--- config.mk ---
export PLATFORM = sky130hd
export DESIGN_NAME = score_collector_flat
export DESIGN_NICKNAME = d
export VERILOG_FILES = /design/src/rtl/score_collector_if.sv /design/src/rtl/score_collector.sv /design/src/flat_wrapper.sv
export SDC_FILE = /design/constraint.sdc
export NUM_CORES = 1
export LEC_CHECK = 0
export BUFFER_PORTS_ARGS = -buffer_cell sky130_fd_sc_hd__clkbuf_2
export CAP_MARGIN = 40
export CORE_UTILIZATION = 62
export DETAILED_ROUTE_END_ITERATION = 16
export GPL_TIMING_DRIVEN = 0
export MAX_ROUTING_LAYER = met4
export PLACE_DENSITY = 0.85
export SYNTH_ARGS = -nofsm -noshare
export SYNTH_HDL_FRONTEND = slang
export SYNTH_SLANG_ARGS = --single-unit
export TNS_END_PERCENT = 10
--- constraint.sdc ---
create_clock -name clk -period 3.3 [get_ports clk]
set_input_delay 0.165 -clock clk [delete_from_list [all_inputs] [get_ports clk]]
set_output_delay 0.165 -clock clk [all_outputs]
set_load 0.01 [all_outputs]
--- src/rtl/score_collector_if.sv ---
// score_collector_if
//   Bundles the serial logit input stream and the packed frame output of
//   score_collector.
//   Input side : in_valid, in_ready, in_data[DATA_WIDTH], in_last
//   Output side: out_valid, out_ready, out_data[NUM_CLASSES*DATA_WIDTH],
//                frame_err, nan_flag
//   modport slave  : the collector's view
//   modport master : the environment's view (producer + consumer)
interface score_collector_if #(
  parameter int NUM_CLASSES = 10,
  parameter int DATA_WIDTH  = 32
);
  logic                              in_valid;
  logic                              in_ready;
  logic [DATA_WIDTH-1:0]             in_data;
  logic                              in_last;
  logic                              out_valid;
  logic                              out_ready;
  logic [NUM_CLASSES*DATA_WIDTH-1:0] out_data;
  logic                              frame_err;
  logic                              nan_flag;

  modport slave (
    input  in_valid, in_data, in_last, out_ready,
    output in_ready, out_valid, out_data, frame_err, nan_flag
  );

  modport master (
    output in_valid, in_data, in_last, out_ready,
    input  in_ready, out_valid, out_data, frame_err, nan_flag
  );
endinterface

--- src/rtl/score_collector.sv ---
// score_collector
//   Packs NUM_CLASSES serial fp32 logits (class 0 first) into one wide
//   vector with class 0 in the most-significant slice. A separate output
//   register holds the finished frame while the next frame fills.
//   Ports:
//     clk   : clock, all state on rising edge
//     rst_n : asynchronous active-low reset
//     bus   : score_collector_if.slave (input stream, packed output,
//             frame_err pulse, nan_flag)
//   Optional feature: define SCORE_COLLECT_NAN_CHECK_EN to build NaN
//   detection; otherwise nan_flag is tied low.
module score_collector #(
  parameter int NUM_CLASSES = 10,
  parameter int DATA_WIDTH  = 32
) (
  input  logic              clk,
  input  logic              rst_n,
  score_collector_if.slave  bus
);
  localparam int CNT_W  = $clog2(NUM_CLASSES);
  localparam int FILL_W = (NUM_CLASSES-1)*DATA_WIDTH;
  localparam logic [CNT_W-1:0] CNT_LAST = CNT_W'(NUM_CLASSES-1);

  logic [CNT_W-1:0]  cnt;
  logic [FILL_W-1:0] fill;
  logic              at_last;
  logic              accept;
  logic              complete;

  assign at_last  = (cnt == CNT_LAST);
  // Only the completing word can stall: it needs the output register free.
  assign bus.in_ready = !(at_last && bus.out_valid && !bus.out_ready);
  assign accept   = bus.in_valid && bus.in_ready;
  assign complete = accept && at_last;

  always_ff @(posedge clk or negedge rst_n) begin
    if (!rst_n) begin
      cnt           <= '0;
      fill          <= '0;
      bus.out_valid <= 1'b0;
      bus.out_data  <= '0;
      bus.frame_err <= 1'b0;
    end else begin
      bus.frame_err <= 1'b0;

      if (complete) begin
        bus.out_data  <= {fill, bus.in_data};
        bus.out_valid <= 1'b1;
        cnt           <= '0;
        // Frame still emitted when in_last is missing; just flag it.
        bus.frame_err <= !bus.in_last;
      end else if (bus.out_valid && bus.out_ready) begin
        bus.out_valid <= 1'b0;
      end

      if (accept && !complete) begin
        if (bus.in_last) begin
          // Early in_last: drop the partial frame, output untouched.
          cnt           <= '0;
          fill          <= '0;
          bus.frame_err <= 1'b1;
        end else begin
          cnt  <= cnt + 1'b1;
          fill <= {fill[FILL_W-DATA_WIDTH-1:0], bus.in_data};
        end
      end
    end
  end

`ifdef SCORE_COLLECT_NAN_CHECK_EN
  // IEEE-754 single NaN: exponent all ones, mantissa non-zero.
  logic word_nan;
  logic nan_acc;

  assign word_nan = (&bus.in_data[30:23]) && (|bus.in_data[22:0]);

  always_ff @(posedge clk or negedge rst_n) begin
    if (!rst_n) begin
      nan_acc      <= 1'b0;
      bus.nan_flag <= 1'b0;
    end else if (complete) begin
      bus.nan_flag <= nan_acc || word_nan;
      nan_acc      <= 1'b0;
    end else if (accept) begin
      nan_acc <= bus.in_last ? 1'b0 : (nan_acc || word_nan);
    end
  end
`else
  assign bus.nan_flag = 1'b0;
`endif

endmodule

--- src/flat_wrapper.sv ---
// flat-port wrapper written by rule: the top's interface ports become plain ports
module score_collector_flat 
#(
  parameter int NUM_CLASSES = 10,
  parameter int DATA_WIDTH  = 32
)
  (clk, rst_n, bus_in_valid, bus_in_data, bus_in_last, bus_out_ready, bus_in_ready, bus_out_valid, bus_out_data, bus_frame_err, bus_nan_flag);
  score_collector_if #(.NUM_CLASSES(NUM_CLASSES), .DATA_WIDTH(DATA_WIDTH)) bus_i ();
  input  logic clk;
  input  logic rst_n;
  input wire logic [$bits(bus_i.in_valid)-1:0] bus_in_valid;
  input wire logic [$bits(bus_i.in_data)-1:0] bus_in_data;
  input wire logic [$bits(bus_i.in_last)-1:0] bus_in_last;
  input wire logic [$bits(bus_i.out_ready)-1:0] bus_out_ready;
  output wire logic [$bits(bus_i.in_ready)-1:0] bus_in_ready;
  output wire logic [$bits(bus_i.out_valid)-1:0] bus_out_valid;
  output wire logic [$bits(bus_i.out_data)-1:0] bus_out_data;
  output wire logic [$bits(bus_i.frame_err)-1:0] bus_frame_err;
  output wire logic [$bits(bus_i.nan_flag)-1:0] bus_nan_flag;
  assign bus_i.in_valid = bus_in_valid;
  assign bus_i.in_data = bus_in_data;
  assign bus_i.in_last = bus_in_last;
  assign bus_i.out_ready = bus_out_ready;
  assign bus_in_ready = bus_i.in_ready;
  assign bus_out_valid = bus_i.out_valid;
  assign bus_out_data = bus_i.out_data;
  assign bus_frame_err = bus_i.frame_err;
  assign bus_nan_flag = bus_i.nan_flag;
  score_collector #(.NUM_CLASSES(NUM_CLASSES), .DATA_WIDTH(DATA_WIDTH)) u_core (.clk(clk), .rst_n(rst_n), .bus(bus_i));
endmodule
# Yosys cells after proc, flatten, opt, wreduce, memory -nomap -nowiden
# Cells that the tools add are included.
dict set report totals {
  n_memories 0
  reg_bits 614
  latchBits 0
  ramBits 0
  romBits 0
}
dict set report op_classes {
  add_sub_neg 1
  n_shift 0
  eq_ne 1
  bitwise_logic 0
  div 0
  mul 0
  n_lt_le_gt_ge 0
  mux 9
  reduce_logical 12
}
# op n
set ops {}
lappend ops {{2-to-1 mux 288 bit} 1}
lappend ops {{2-to-1 mux 4 bit} 3}
lappend ops {{logical AND 1 bit} 6}
lappend ops {{2-to-1 mux 1 bit} 5}
lappend ops {{adder 4 x 1 -> 4 bit, second input constant} 1}
lappend ops {{equality test 4 bit, second input constant} 1}
lappend ops {{zero test 1 bit} 4}
lappend ops {{nonzero test 2 bit} 2}

# Logic depth before layout (Yosys ltp)
# Gate-level depths: netlist (run 1).
dict set report depth {
  word_depth 9
  mapped_depth 8
  ltp_nobuf 5
}

# Worst setup path before layout (run 1)
# OpenSTA, ideal clock, no wires.
dict set report synth_path {
  path_kind {reg-to-reg}
  from {register u_core.cnt[1]}
  to {register u_core.bus.out_data[100]}
  path_stages_with_launch 9
  t_required_ps 3175
  setup_slack_ps 1352
  setup_ps 125
  synth_period_minus_slack_ps 1948
  n_path_buf 3
  arrival_time_ps 1823
  path_cell_list {dfrtp_1 -> inv_1 -> ha_1 -> nand3b_4 -> or3b_1 -> buf_2 -> buf_6 -> buf_6 -> mux2_4}
}
dict set report synth_via {
  elab_chain_len 6
}
# item line_no
set synth_lines {}
lappend synth_lines {{from (decl)} score_collector.sv:24} ;# logic [CNT_W-1:0] cnt;
lappend synth_lines {{from (signal assigned)} score_collector.sv:63} ;# cnt <= cnt + 1'b1;
lappend synth_lines {{equality test 4 bit (*)} score_collector.sv:30} ;# assign at_last = (cnt == CNT_LAST);
lappend synth_lines {{logical AND 1 bit (2 in a row)} score_collector.sv:32} ;# assign bus.in_ready = !(at_last && bus.out_valid && !bus.out_ready);
lappend synth_lines {{zero test 1 bit} score_collector.sv:32}
lappend synth_lines {{logical AND 1 bit} score_collector.sv:33} ;# assign accept = bus.in_valid && bus.in_ready;
lappend synth_lines {{logical AND 1 bit (*)} score_collector.sv:34} ;# assign complete = accept && at_last;
lappend synth_lines {{to (signal assigned)} score_collector.sv:47} ;# bus.out_data <= {fill, bus.in_data};
lappend synth_lines {{to (decl)} score_collector_if.sv:25} ;# output in_ready, out_valid, out_data, frame_err, nan_flag
# Mark *: on every way between the ends. The rest lies on a longest branch, timed or not.
# A chain may end at the register's enable or synchronous reset.

# Final worst setup path (run 1)
dict set report layout_path {
  from {register u_core.cnt[0]}
  to {register u_core.fill[47]}
}
dict set report layout_via {
  elab_chain_len 8
}
# item line_no
set layout_lines {}
lappend layout_lines {{equality test 4 bit (*)} score_collector.sv:30}
lappend layout_lines {{logical AND 1 bit (2 in a row)} score_collector.sv:32}
lappend layout_lines {{zero test 1 bit} score_collector.sv:32}
lappend layout_lines {{logical AND 1 bit} score_collector.sv:33}
lappend layout_lines {{logical AND 1 bit} score_collector.sv:34}
lappend layout_lines {{zero test 1 bit} score_collector.sv:56} ;# if (accept && !complete) begin
lappend layout_lines {{logical AND 1 bit (*)} score_collector.sv:56}
lappend layout_lines {{to (signal assigned)} score_collector.sv:64} ;# fill <= {fill[FILL_W-DATA_WIDTH-1:0], bus.in_data};
lappend layout_lines {{to (decl)} score_collector.sv:25} ;# logic [FILL_W-1:0] fill;
# Marks and branches as above.

==> flow_results.xml, run 1 <==
<?xml version="1.0" encoding="UTF-8"?>
<metrics>
  <group name="clocking">
    <metric name="post_cts_resize_count" unit="">0</metric>
    <metric name="htreeDepth" unit="">2</metric>
    <metric name="cts.clk_slew.worst_paths" unit="ns">0.07</metric>
    <metric name="tritoncts" unit="">done</metric>
    <metric name="clock_tree.buffer_depth" unit="">3</metric>
    <metric name="numClockSinks" unit="">614</metric>
    <metric name="cts_root_buffer" unit="">sky130_fd_sc_hd__clkbuf_16</metric>
    <metric name="worstSkewPairLatency" unit="ns">0.65</metric>
    <metric name="cts-buffers-inserted" unit="">61</metric>
    <metric name="postCtsSetupRepairBufs" unit="">0</metric>
  </group>
  <group name="global_route">
    <metric name="globalRouteTotalUtil" unit="">0.342</metric>
    <metric name="grt_first_pass_wirelength" unit="mm">106</metric>
    <metric name="grt_max_degree" unit="">117</metric>
    <metric name="global_route.overflow_total" unit="">0</metric>
    <metric name="grt_pass1_vias" unit="">17700</metric>
    <metric name="grt_antenna_before_repair" unit="">0</metric>
  </group>
  <group name="timing">
    <metric name="rsz0062_at_grt" unit="">false</metric>
    <metric name="fin_crit_sh" unit="">0.816</metric>
    <metric name="max_slew_margin" unit="">0.545</metric>
    <metric name="worst-slew-pin-transition" unit="ns">0.682</metric>
    <metric name="final_clock_skew" unit="ns">0.0233</metric>
    <metric name="fin_crit" unit="ns">2.69</metric>
    <metric name="drv_slew" unit="">0</metric>
    <metric name="timing.final.setup_violations" unit="">0</metric>
    <metric name="setup-tns-final" unit="ns">0</metric>
    <metric name="maxClockFrequency" unit="MHz">371</metric>
    <metric name="hold_viol" unit="">0</metric>
  </group>
  <group name="logic_synthesis">
    <metric name="top_cell_type_s_share_of_synthesized_area" unit="">0.596</metric>
    <metric name="synth-edff-count" unit="">0</metric>
    <metric name="post_synth_main_area_contributors" unit="">sky130_fd_sc_hd__dfrtp_1, sky130_fd_sc_hd__mux2_4, sky130_fd_sc_hd__a31o_2, sky130_fd_sc_hd__a21boi_0, sky130_fd_sc_hd__mux2_2</metric>
    <metric name="seq_area_frac_synth" unit="">0.596</metric>
    <metric name="yosysMostFrequentCell" unit="">sky130_fd_sc_hd__dfrtp_1</metric>
    <metric name="synth_top_cells_by_count" unit="">sky130_fd_sc_hd__dfrtp_1, sky130_fd_sc_hd__a21boi_0, sky130_fd_sc_hd__a31o_2</metric>
    <metric name="netlist_area_pre_place" unit="mm²">0.0258</metric>
    <metric name="ys_warn_count" unit="">0</metric>
    <metric name="synth_flop_cell" unit="">sky130_fd_sc_hd__dfrtp_1</metric>
    <metric name="count_of_different_cell_masters_after_synthesis" unit="">28</metric>
    <metric name="ys_ff_latch" unit="">614</metric>
    <metric name="post_synth_inst_count" unit="">1705</metric>
    <metric name="synth_top_area_cell" unit="">sky130_fd_sc_hd__dfrtp_1</metric>
    <metric name="async_reset_ff_frac" unit="">1.00</metric>
    <metric name="syn_area_per_cell" unit="µm²">15.1</metric>
    <metric name="synthesis.nets" unit="">1744</metric>
  </group>
  <group name="min_path">
    <metric name="worstHoldPathType" unit="">in -&gt; async</metric>
  </group>
  <group name="die">
    <metric name="initial_utilization" unit="">0.630</metric>
    <metric name="design.die.area" unit="mm²">0.0424</metric>
    <metric name="die_y" unit="µm">206</metric>
    <metric name="placementRows" unit="">74</metric>
    <metric name="core_area" unit="mm²">0.0409</metric>
    <metric name="floorplan.die.width" unit="µm">206</metric>
    <metric name="boundaryPins" unit="">361</metric>
  </group>
  <group name="final_layout">
    <metric name="regArea" unit="mm²">0.0154</metric>
    <metric name="syn2layout_area_growth" unit="%">20.1</metric>
    <metric name="n_fill_cell" unit="">2329</metric>
    <metric name="final_design_area_no_fill" unit="mm²">0.0310</metric>
    <metric name="multi_input_area" unit="mm²">0.00951</metric>
    <metric name="design.final.nets" unit="">2208</metric>
    <metric name="layout-drive-gt1-share" unit="">0.513</metric>
  </group>
  <group name="route">
    <metric name="detail_route.vias_per_cell" unit="">6.14</metric>
    <metric name="count_of_unresolved_drc_violations_after_routing" unit="">0</metric>
    <metric name="first_iter_violations" unit="">1032</metric>
    <metric name="drt-wirelength-per-cell" unit="µm">25.4</metric>
    <metric name="detailedRoute.firstPassIterationCount" unit="">5</metric>
    <metric name="routed_wire_length" unit="mm">69.9</metric>
    <metric name="via_count" unit="">16900</metric>
    <metric name="postRouteAntennaNets" unit="">0</metric>
  </group>
  <group name="critical_path">
    <metric name="timing_worst_setup_path_type" unit="">reg -&gt; reg</metric>
    <metric name="cp-start-kind" unit="">register</metric>
    <metric name="crit_arrival" unit="ns">3.27</metric>
    <metric name="ff2ff_setup_slack" unit="ns">0.61</metric>
    <metric name="timing.critical_path.to_type" unit="">register</metric>
    <metric name="critPathMaxFanout" unit="">10</metric>
    <metric name="regToRegStartpoint" unit="">u_core.cnt[0]</metric>
    <metric name="reg2reg_to" unit="">u_core.fill[47]</metric>
    <metric name="reg2reg_depth" unit="">8</metric>
    <metric name="critical_path_rt" unit="ns">3.88</metric>
  </group>
  <group name="placed_design">
    <metric name="dpl_cell_area" unit="mm²">0.0284</metric>
    <metric name="finalWeightedCongestion" unit="">0.914</metric>
    <metric name="place.port_buffers" unit="">358</metric>
    <metric name="detailed_place_hpwl" unit="mm">48.2</metric>
  </group>
  <group name="pwr">
    <metric name="power" unit="mW">17.7</metric>
    <metric name="max-vdd-ir-drop" unit="V">0.000624</metric>
    <metric name="p_leak" unit="nW">16.2</metric>
    <metric name="power_density" unit="mW/mm²">572</metric>
  </group>
  <group name="flow_run">
    <metric name="maxCapViolCount" unit="">0</metric>
  </group>
  <group name="status">
    <metric name="run_status" unit="">finished clean</metric>
  </group>
</metrics>
-- worst max path at each step --
stage,from,endpoint,cells after the start
floorplan,u_core.cnt[1],u_core.bus.out_data[100],8
global placement,rst_n,u_core.bus.out_data[21],1
detailed placement,u_core.cnt[0],u_core.fill[49],8
CTS,u_core.cnt[0],u_core.fill[44],8
global route,u_core.cnt[0],u_core.fill[65],8
finish,u_core.cnt[0],u_core.fill[47],8
-- through the flow --
stage	worst slack [ns]	std cells	hold WS, ns	util
6_report	0.608	2755	0.0332	0.757
2_1_floorplan	1.35	1705	-0.131	-
4_1_cts	0.645	2754	0.0198	0.756
3_5_place_dp	0.697	2603	0.132	0.695
3_3_place_gp	-11.32	2595	0.420	0.690
5_1_grt	0.556	2754	0.0560	0.756
-- worst max-delay path, stage by stage, from the launching register on --
cell,delay [ns]
sky130_fd_sc_hd__dfrtp_1,0.44
sky130_fd_sc_hd__ha_1,0.28
sky130_fd_sc_hd__nand3b_4,0.19
sky130_fd_sc_hd__and2_1,0.15
sky130_fd_sc_hd__clkbuf_1,0.33
sky130_fd_sc_hd__buf_8,0.22
sky130_fd_sc_hd__clkbuf_1,0.46
sky130_fd_sc_hd__buf_2,0.35
sky130_fd_sc_hd__a31o_2,0.19
-- repair_timing --
item                                    in CTS  in global routing
endpoints found under the setup margin       0                  0
endpoints found under the hold margin      341                  0
hold buffers                                35                  0
-- state kept, by name, indices dropped and copies added, names as in the netlist --
name                  count
u_core.cnt                4
u_core.bus.out_valid      1
u_core.bus.frame_err      1
u_core.fill             288
u_core.bus.out_data     320
-- kinds of logic (layout without fill, tap and decap cells) --
logic type	Yosys count	count (layout)	synth area share
buf+inv	170	687	0.0353
fa+ha+maj	2	2	0.000970
mux	320	320	0.180
compound gates	585	585	0.184
simple gates	13	13	0.00340
other cells	1	2	0.000145
flops	614	614	0.596
-- metal layers --
layer	track usage	routed length, µm	up-vias
met2	0.558	35100	687
met4	0.149	2960	0
met1	0.412	26900	8809
met5	-	0	-
li1	-	-	7261
met3	0.0724	4890	172
-- final cells by class --
cell class                 instances  share of cell area
sequential                       614               0.496
clock inverter                    17             0.00744
buffer                           166              0.0289
inverter                           4            0.000485
clock buffer                      99              0.0624
multi-input combinational        921               0.307
antenna                            1           0.0000808
tap                              532              0.0215
timing repair buffer             401              0.0758
-- where the power goes --
part,internal [mW],switching [mW]
clock network,4.32,3.04
logic,0.886,1.02
registers,8.03,0.405
total,13.2,4.47
-- cell usage in the layout (no fill, tap or decap), types with 2 or more instances in the layout --
master / synthesis / layout
sky130_fd_sc_hd__a21boi_0: 288 / 288
sky130_fd_sc_hd__a31o_2: 288 / 288
sky130_fd_sc_hd__a31oi_1: 2 / 2
sky130_fd_sc_hd__buf_16: 0 / 6
sky130_fd_sc_hd__buf_2: 29 / 29
sky130_fd_sc_hd__buf_6: 31 / 31
sky130_fd_sc_hd__buf_8: 0 / 2
sky130_fd_sc_hd__bufinv_16: 0 / 4
sky130_fd_sc_hd__clkbuf_1: 105 / 118
sky130_fd_sc_hd__clkbuf_16: 0 / 62
sky130_fd_sc_hd__clkbuf_2: 0 / 357
sky130_fd_sc_hd__clkbuf_8: 0 / 25
sky130_fd_sc_hd__clkinv_2: 0 / 6
sky130_fd_sc_hd__clkinv_4: 0 / 2
sky130_fd_sc_hd__clkinvlp_4: 0 / 2
sky130_fd_sc_hd__dfrtp_1: 614 / 614
sky130_fd_sc_hd__dlygate4sd3_1: 0 / 35
sky130_fd_sc_hd__ha_1: 2 / 2
sky130_fd_sc_hd__inv_1: 4 / 4
sky130_fd_sc_hd__mux2_2: 42 / 42
sky130_fd_sc_hd__mux2_4: 278 / 278
sky130_fd_sc_hd__nand2_1: 2 / 2
sky130_fd_sc_hd__nand2b_1: 2 / 2
sky130_fd_sc_hd__nand3_1: 2 / 2
sky130_fd_sc_hd__o21ai_0: 3 / 3
Power figures use the tool's default switching activity.
==> inputs of run 2 (changes only) <==
CORE_UTILIZATION = 52   (was 62)
PLACE_DENSITY = 0.76   (was 0.85)
clock period = 2.3 ns   (was 3.3 ns; I/O delays follow)
==> run 2 against run 1 <==
Register-to-register slack lost 0.56 ns. Count of clock-buffer cells in the layout shrank 9. Hold slack lost 0.0055 ns. First-iteration DRC count grew 2.6%. Routed wire length shrank 2.2%. Via count shrank 3.5%. Sequential power grew 43%. Die area grew 19%.
==> flow_results.xml, run 2 (synthesis results as in run 1) <==
<?xml version="1.0" encoding="UTF-8"?>
<metrics>
  <group name="status">
    <metric name="run_status" unit="">finished clean</metric>
  </group>
  <group name="final_layout">
    <metric name="final_cell_count_no_fill" unit="">2879</metric>
    <metric name="reg_top3" unit="">u_core.bus.out_data x320, u_core.fill x288, u_core.cnt x4</metric>
    <metric name="antenna_cells" unit="">0</metric>
    <metric name="final_design_area_no_fill" unit="mm²">0.0311</metric>
    <metric name="layout-drive-gt1-share" unit="">0.513</metric>
    <metric name="regArea" unit="mm²">0.0154</metric>
    <metric name="flip_flop_count_of_the_largest_register_all_copies_and_words_added" unit="">320</metric>
    <metric name="n_fill_cell" unit="">3614</metric>
    <metric name="mostFrequentLayoutCell" unit="">sky130_fd_sc_hd__dfrtp_1</metric>
    <metric name="syn2layout_area_growth" unit="%">20.6</metric>
    <metric name="max_flop_register" unit="">u_core.bus.out_data</metric>
    <metric name="multi_input_area" unit="mm²">0.00952</metric>
    <metric name="design.final.nets" unit="">2209</metric>
    <metric name="post-route-util" unit="">0.635</metric>
    <metric name="mostFrequentLayoutCells" unit="">sky130_fd_sc_hd__dfrtp_1, sky130_fd_sc_hd__clkbuf_2, sky130_fd_sc_hd__a21boi_0, sky130_fd_sc_hd__a31o_2, sky130_fd_sc_hd__mux2_4</metric>
  </group>
  <group name="timing">
    <metric name="hold_viol" unit="">0</metric>
    <metric name="final_clock_skew" unit="ns">0.0462</metric>
    <metric name="setup-tns-final" unit="ns">0</metric>
    <metric name="fin_crit_sh" unit="">0.987</metric>
    <metric name="timing.final.setup_violations" unit="">0</metric>
    <metric name="drv_slew" unit="">0</metric>
    <metric name="rsz0062_at_grt" unit="">true</metric>
    <metric name="setup_slack" unit="ns">0.0289</metric>
    <metric name="maxClockFrequency" unit="MHz">440</metric>
    <metric name="max_slew_margin" unit="">0.548</metric>
    <metric name="worst-slew-pin-transition" unit="ns">0.679</metric>
    <metric name="fin_crit" unit="ns">2.27</metric>
  </group>
  <group name="critical_path">
    <metric name="critical-path-slowest-cell" unit="">sky130_fd_sc_hd__dfrtp_1</metric>
    <metric name="critical_path.top_delay_family" unit="">buffers and inverters</metric>
    <metric name="timing_worst_setup_path_type" unit="">reg -&gt; out</metric>
    <metric name="worst-path-buf-inv" unit="">3</metric>
    <metric name="regToRegStartpoint" unit="">u_core.cnt[1]</metric>
    <metric name="timing.critical_path.to_type" unit="">primary output</metric>
    <metric name="crit_path_cells" unit="">inv_2, ha_4, nand3b_4, clkbuf_16, or2_2, clkbuf_2</metric>
    <metric name="critPathMaxFanout" unit="">10</metric>
    <metric name="reg2reg_to" unit="">u_core.bus.out_data[64]</metric>
    <metric name="cp-start-kind" unit="">register</metric>
    <metric name="critical_path_rt" unit="ns">2.18</metric>
    <metric name="reg2reg_depth" unit="">8</metric>
    <metric name="ff2ff_setup_slack" unit="ns">0.05</metric>
    <metric name="crit_arrival" unit="ns">2.16</metric>
    <metric name="timing.critical_path.slowest_cell_delay" unit="ns">0.41</metric>
  </group>
  <group name="placed_design">
    <metric name="dp_slack" unit="ns">-0.397</metric>
    <metric name="finalWeightedCongestion" unit="">0.929</metric>
    <metric name="place.port_buffers" unit="">358</metric>
    <metric name="detailed_place_hpwl" unit="mm">49.7</metric>
    <metric name="placed_cells_incl_taps" unit="">2735</metric>
    <metric name="dpl_cell_area" unit="mm²">0.0286</metric>
  </group>
  <group name="min_path">
    <metric name="worstHoldPathType" unit="">in -&gt; reg</metric>
    <metric name="timing.hold.worst.start" unit="">bus_in_valid</metric>
    <metric name="worstHoldPathCells" unit="">4</metric>
    <metric name="timing.hold.worst_endpoint" unit="">u_core.cnt[2]</metric>
  </group>
  <group name="pwr">
    <metric name="power_density" unit="mW/mm²">804</metric>
    <metric name="p_leak" unit="nW">16.2</metric>
    <metric name="max-vdd-ir-drop" unit="V">0.000765</metric>
  </group>
  <group name="clocking">
    <metric name="htreeDepth" unit="">2</metric>
    <metric name="cts.clk_slew.worst_paths" unit="ns">0.07</metric>
    <metric name="tritoncts" unit="">done</metric>
    <metric name="cts-buffers-inserted" unit="">61</metric>
    <metric name="worstSkewPairLatency" unit="ns">0.64</metric>
    <metric name="clock_tree.buffer_depth" unit="">3</metric>
    <metric name="numClockSinks" unit="">614</metric>
    <metric name="cts_root_buffer" unit="">sky130_fd_sc_hd__clkbuf_16</metric>
  </group>
  <group name="global_route">
    <metric name="global_route.overflow_total" unit="">0</metric>
    <metric name="grt_antenna_before_repair" unit="">0</metric>
    <metric name="globalRouteTotalUtil" unit="">0.281</metric>
    <metric name="grt_first_pass_wirelength" unit="mm">105</metric>
    <metric name="grt_pass1_vias" unit="">17400</metric>
    <metric name="grt_max_degree" unit="">115</metric>
  </group>
  <group name="route">
    <metric name="via_count" unit="">16300</metric>
    <metric name="drt-wirelength-per-cell" unit="µm">23.7</metric>
    <metric name="routed_wire_length" unit="mm">68.3</metric>
    <metric name="postRouteAntennaNets" unit="">0</metric>
    <metric name="first_iter_violations" unit="">1059</metric>
    <metric name="detailedRoute.firstPassIterationCount" unit="">5</metric>
    <metric name="count_of_unresolved_drc_violations_after_routing" unit="">0</metric>
    <metric name="detail_route.vias_per_cell" unit="">5.67</metric>
  </group>
  <group name="die">
    <metric name="core_area" unit="mm²">0.0490</metric>
    <metric name="initial_utilization" unit="">0.527</metric>
    <metric name="floorplan.die.width" unit="µm">225</metric>
    <metric name="placementRows" unit="">81</metric>
    <metric name="design.die.area" unit="mm²">0.0505</metric>
    <metric name="boundaryPins" unit="">361</metric>
    <metric name="die_y" unit="µm">225</metric>
  </group>
  <group name="flow_run">
    <metric name="maxCapViolCount" unit="">0</metric>
  </group>
</metrics>
run 2: cell type report:
type / count / share of cell area
Sequential cell: 614 / 0.494
Multi-Input combinational cell: 921 / 0.306
Tap cell: 664 / 0.0267
Buffer: 165 / 0.0300
Clock buffer: 90 / 0.0562
Inverter: 4 / 0.000483
Timing Repair Buffer: 403 / 0.0763
Clock inverter: 18 / 0.00978
run 2: repair_timing:
action,4_1_cts,5_1_grt
hold endpoints to repair,262,0
hold buffers,36,0
gates resized for setup,15,5
setup endpoints to repair,548,132
buffers inserted,1,0
run 2: worst max path at each step:
stage / cells past startpoint / startpoint / slack (ns) / to
floorplan: 8 / u_core.cnt[1] / 0.35 / u_core.bus.out_data[100]
global placement: 1 / rst_n / -12.32 / u_core.bus.out_data[21]
detailed placement: 8 / u_core.cnt[0] / -0.40 / u_core.fill[222]
CTS: 6 / u_core.cnt[1] / -0.002 / bus_in_ready
global route: 6 / u_core.cnt[1] / -0.03 / bus_in_ready
finish: 6 / u_core.cnt[1] / 0.03 / bus_in_ready
run 2: worst reg2reg max path: cells and delay by family (launching register included):
kind / cells / cell delay, ns
mux: 1 / 0.32
buf+inv: 4 / 0.65
simple gates: 2 / 0.57
fa+ha+maj: 1 / 0.15
flops: 1 / 0.41
run 2: routing by layer:
layer	vias up	routed length (µm)	GRT usage
li1	7232	-	-
met4	0	2080	0.0882
met3	122	4380	0.0681
met5	-	0	-
met1	8498	27600	0.344
met2	485	34200	0.462
run 2: power by group:
part	total (mW)	switching, mW	leakage (nW)	internal, mW
combinational	2.71	1.42	6.72	1.29
clock	10.2	4.19	0.998	6.02
sequential	12.1	0.555	8.47	11.5
total	25.0	6.16	16.2	18.8
run 2: per-stage QoR:
stage	total power, mW	hold slack [ns]
after floorplan	13.6	-0.181
after global placement	14.7	0.371
after detailed placement	14.9	0.0720
after CTS	25.1	0.00453
after global routing	25.8	0.0583
final	25.0	0.0276
==> inputs of run 3 (changes only) <==
PLACE_DENSITY = default   (was 0.76)
PLACE_DENSITY_LB_ADDON = 0.2   (was default)
==> run 3 against run 2 <==
Cell count increased by 0.10%. First-iteration DRC count decreased by 13%. Hold slack improved by 0.040 ns. Non-clock buffer count unchanged. Flip-flop and latch count unchanged. Final area increased by 0.19%. Global-route usage decreased by 0.50 points. Total power increased by 0.70%. Clock power about the same. Register-to-register slack about the same.
==> flow_results.xml, run 3 (synthesis results as in run 1) <==
<?xml version="1.0" encoding="UTF-8"?>
<metrics>
  <group name="status">
    <metric name="run_status" unit="">finished clean</metric>
  </group>
  <group name="global_route">
    <metric name="global_route.overflow_total" unit="">0</metric>
    <metric name="globalRouteTotalUtil" unit="">0.276</metric>
    <metric name="gr-usage-met1" unit="">0.348</metric>
    <metric name="grt_pass1_vias" unit="">16900</metric>
    <metric name="gr-usage-met2" unit="">0.453</metric>
    <metric name="groute.layer.met3.usage" unit="">0.0536</metric>
    <metric name="grt_first_pass_wirelength" unit="mm">103</metric>
    <metric name="global_route.peak_usage_layer" unit="">met2</metric>
    <metric name="grt_antenna_before_repair" unit="">0</metric>
    <metric name="grt_max_degree" unit="">102</metric>
  </group>
  <group name="timing">
    <metric name="hold_slack" unit="ns">0.0674</metric>
    <metric name="setup_slack" unit="ns">0.0354</metric>
    <metric name="hold_viol" unit="">0</metric>
    <metric name="drv_slew" unit="">0</metric>
    <metric name="timing.final.setup_violations" unit="">0</metric>
    <metric name="max_slew_margin" unit="">0.548</metric>
    <metric name="maxClockFrequency" unit="MHz">442</metric>
    <metric name="fin_crit_sh" unit="">0.985</metric>
    <metric name="fin_crit" unit="ns">2.26</metric>
    <metric name="final_clock_skew" unit="ns">0.0177</metric>
    <metric name="rsz0062_at_grt" unit="">true</metric>
    <metric name="worst-slew-pin-transition" unit="ns">0.678</metric>
    <metric name="setup-tns-final" unit="ns">0</metric>
  </group>
  <group name="placed_design">
    <metric name="place.port_buffers" unit="">358</metric>
    <metric name="dp_slack" unit="ns">-0.304</metric>
    <metric name="finalWeightedCongestion" unit="">0.893</metric>
    <metric name="detailed_place_hpwl" unit="mm">48.8</metric>
  </group>
  <group name="clocking">
    <metric name="htreeDepth" unit="">3</metric>
    <metric name="clock_tree.buffer_depth" unit="">3</metric>
    <metric name="cts-buffers-inserted" unit="">68</metric>
    <metric name="worstSkewPairLatency" unit="ns">0.59</metric>
    <metric name="cts.clk_slew.worst_paths" unit="ns">0.05</metric>
    <metric name="cts_root_buffer" unit="">sky130_fd_sc_hd__clkbuf_16</metric>
    <metric name="tritoncts" unit="">done</metric>
    <metric name="numClockSinks" unit="">614</metric>
  </group>
  <group name="final_layout">
    <metric name="design.final.nets" unit="">2216</metric>
    <metric name="layout-drive-gt1-share" unit="">0.515</metric>
    <metric name="mostFrequentLayoutCell" unit="">sky130_fd_sc_hd__dfrtp_1</metric>
    <metric name="max_flop_register" unit="">u_core.bus.out_data</metric>
    <metric name="syn2layout_area_growth" unit="%">20.8</metric>
    <metric name="flip_flop_count_of_the_largest_register_all_copies_and_words_added" unit="">320</metric>
    <metric name="mostFrequentLayoutCells" unit="">sky130_fd_sc_hd__dfrtp_1, sky130_fd_sc_hd__clkbuf_2, sky130_fd_sc_hd__a21boi_0, sky130_fd_sc_hd__a31o_2, sky130_fd_sc_hd__mux2_4</metric>
    <metric name="antenna_cells" unit="">0</metric>
    <metric name="n_fill_cell" unit="">3678</metric>
    <metric name="reg_top3" unit="">u_core.bus.out_data x320, u_core.fill x288, u_core.cnt x4</metric>
  </group>
  <group name="pwr">
    <metric name="max-vdd-ir-drop" unit="V">0.000675</metric>
    <metric name="power" unit="mW">25.2</metric>
    <metric name="p_leak" unit="nW">16.2</metric>
    <metric name="power_density" unit="mW/mm²">808</metric>
  </group>
  <group name="critical_path">
    <metric name="critical-path-slowest-cell" unit="">sky130_fd_sc_hd__dfrtp_1</metric>
    <metric name="regToRegStartpoint" unit="">u_core.cnt[1]</metric>
    <metric name="timing_worst_setup_path_type" unit="">reg -&gt; reg</metric>
    <metric name="critical_path_rt" unit="ns">2.76</metric>
    <metric name="crit_arrival" unit="ns">2.72</metric>
    <metric name="critPathMaxFanout" unit="">10</metric>
    <metric name="timing.critical_path.slowest_cell_delay" unit="ns">0.40</metric>
    <metric name="crit_path_cells" unit="">inv_2, ha_4, nand3b_4, buf_4, or3b_1, buf_6, buf_8, buf_6, mux2_4</metric>
    <metric name="crit_start" unit="">u_core.cnt[1]</metric>
    <metric name="timing.critical_path.to_type" unit="">register</metric>
    <metric name="cp_common_cell" unit="">sky130_fd_sc_hd__buf_6</metric>
    <metric name="cp-start-kind" unit="">register</metric>
  </group>
  <group name="die">
    <metric name="die_y" unit="µm">225</metric>
    <metric name="design.die.area" unit="mm²">0.0505</metric>
    <metric name="boundaryPins" unit="">361</metric>
    <metric name="core_area" unit="mm²">0.0490</metric>
    <metric name="initial_utilization" unit="">0.527</metric>
    <metric name="placementRows" unit="">81</metric>
    <metric name="floorplan.die.width" unit="µm">225</metric>
  </group>
  <group name="route">
    <metric name="routed_wire_length" unit="mm">66.8</metric>
    <metric name="drt-wirelength-per-cell" unit="µm">23.2</metric>
    <metric name="detail_route.vias_per_cell" unit="">5.61</metric>
    <metric name="postRouteAntennaNets" unit="">0</metric>
    <metric name="detailedRoute.firstPassIterationCount" unit="">5</metric>
    <metric name="count_of_unresolved_drc_violations_after_routing" unit="">0</metric>
    <metric name="first_iter_violations" unit="">926</metric>
    <metric name="via_count" unit="">16200</metric>
  </group>
  <group name="flow_run">
    <metric name="maxCapViolCount" unit="">0</metric>
  </group>
  <group name="min_path">
    <metric name="timing.hold.worst.start" unit="">bus_in_valid</metric>
    <metric name="worstHoldPathType" unit="">in -&gt; reg</metric>
  </group>
</metrics>
[run 3: cell count changes in the layout (fill, tap and decap cells not counted), sizes merged]
cell    delta
clkbuf    +12
clkinv     -3
bufinv     -5
inv        -1
[run 3: final timing paths]
| path | end | slack (ns) | cells past startpoint |
|---|---|---|---|
| min in group asynchronous | u_core.bus.out_data[272] | 0.13 | 2 |
| max in group asynchronous | u_core.fill[91] | 0.76 | 4 |
| worst max-delay path | u_core.bus.out_data[212] | 0.04 | 9 |
| worst min-delay path | u_core.cnt[2] | 0.07 | 4 |
| worst max register to register | u_core.bus.out_data[212] | 0.04 | 9 |
| worst min register to register | u_core.bus.out_data[300] | 0.50 | 1 |
[run 3: cell type report]
| cell class | count | area (µm²) | share of cell area |
|---|---|---|---|
| plain buffers | 165 | 923 | 0.0296 |
| clock buffers | 102 | 2030 | 0.0653 |
| clock inverters | 9 | 101 | 0.00325 |
| inverters | 4 | 15.0 | 0.000482 |
| multi-input cells | 921 | 9520 | 0.306 |
| flip-flops and latches | 614 | 15400 | 0.493 |
| well taps | 664 | 831 | 0.0267 |
| repair buffers | 403 | 2360 | 0.0757 |
[run 3: per-layer routing]
layer | wire, µm | vias up
li1 | - | 7265
met1 | 28300 | 8373
met2 | 33400 | 426
met3 | 3410 | 99
met4 | 1660 | 0
met5 | 0 | -
[run 3: what timing repair did]
action,in CTS,in global routing
setup endpoints to repair,547,379
resized for setup,13,7
hold buffers,35,0
buffers inserted,2,0
hold endpoints to repair,144,0
[run 3: critical path, delay by kind of cell (launching register included)]
| kind | cells | cell delay [ns] |
|---|---|---|
| adders and majority gates | 1 | 0.15 |
| buffers and inverters | 5 | 0.80 |
| DFF | 1 | 0.40 |
| muxes | 1 | 0.31 |
| and+or+nand+nor | 2 | 0.48 |
[run 3: power breakdown]
part	switching, mW	leakage, nW	internal [mW]
registers	0.543	8.47	11.5
logic	1.37	6.71	1.28
clock network	4.17	1.05	6.28
[run 3: stage by stage]
step	instance area [µm²]	cells	util
after floorplan	25800	1705	-
after global placement	28400	2727	0.580
after detailed placement	28600	2735	0.584
after CTS	31100	2882	0.636
after global routing	31100	2882	0.636
final	31100	2882	0.636
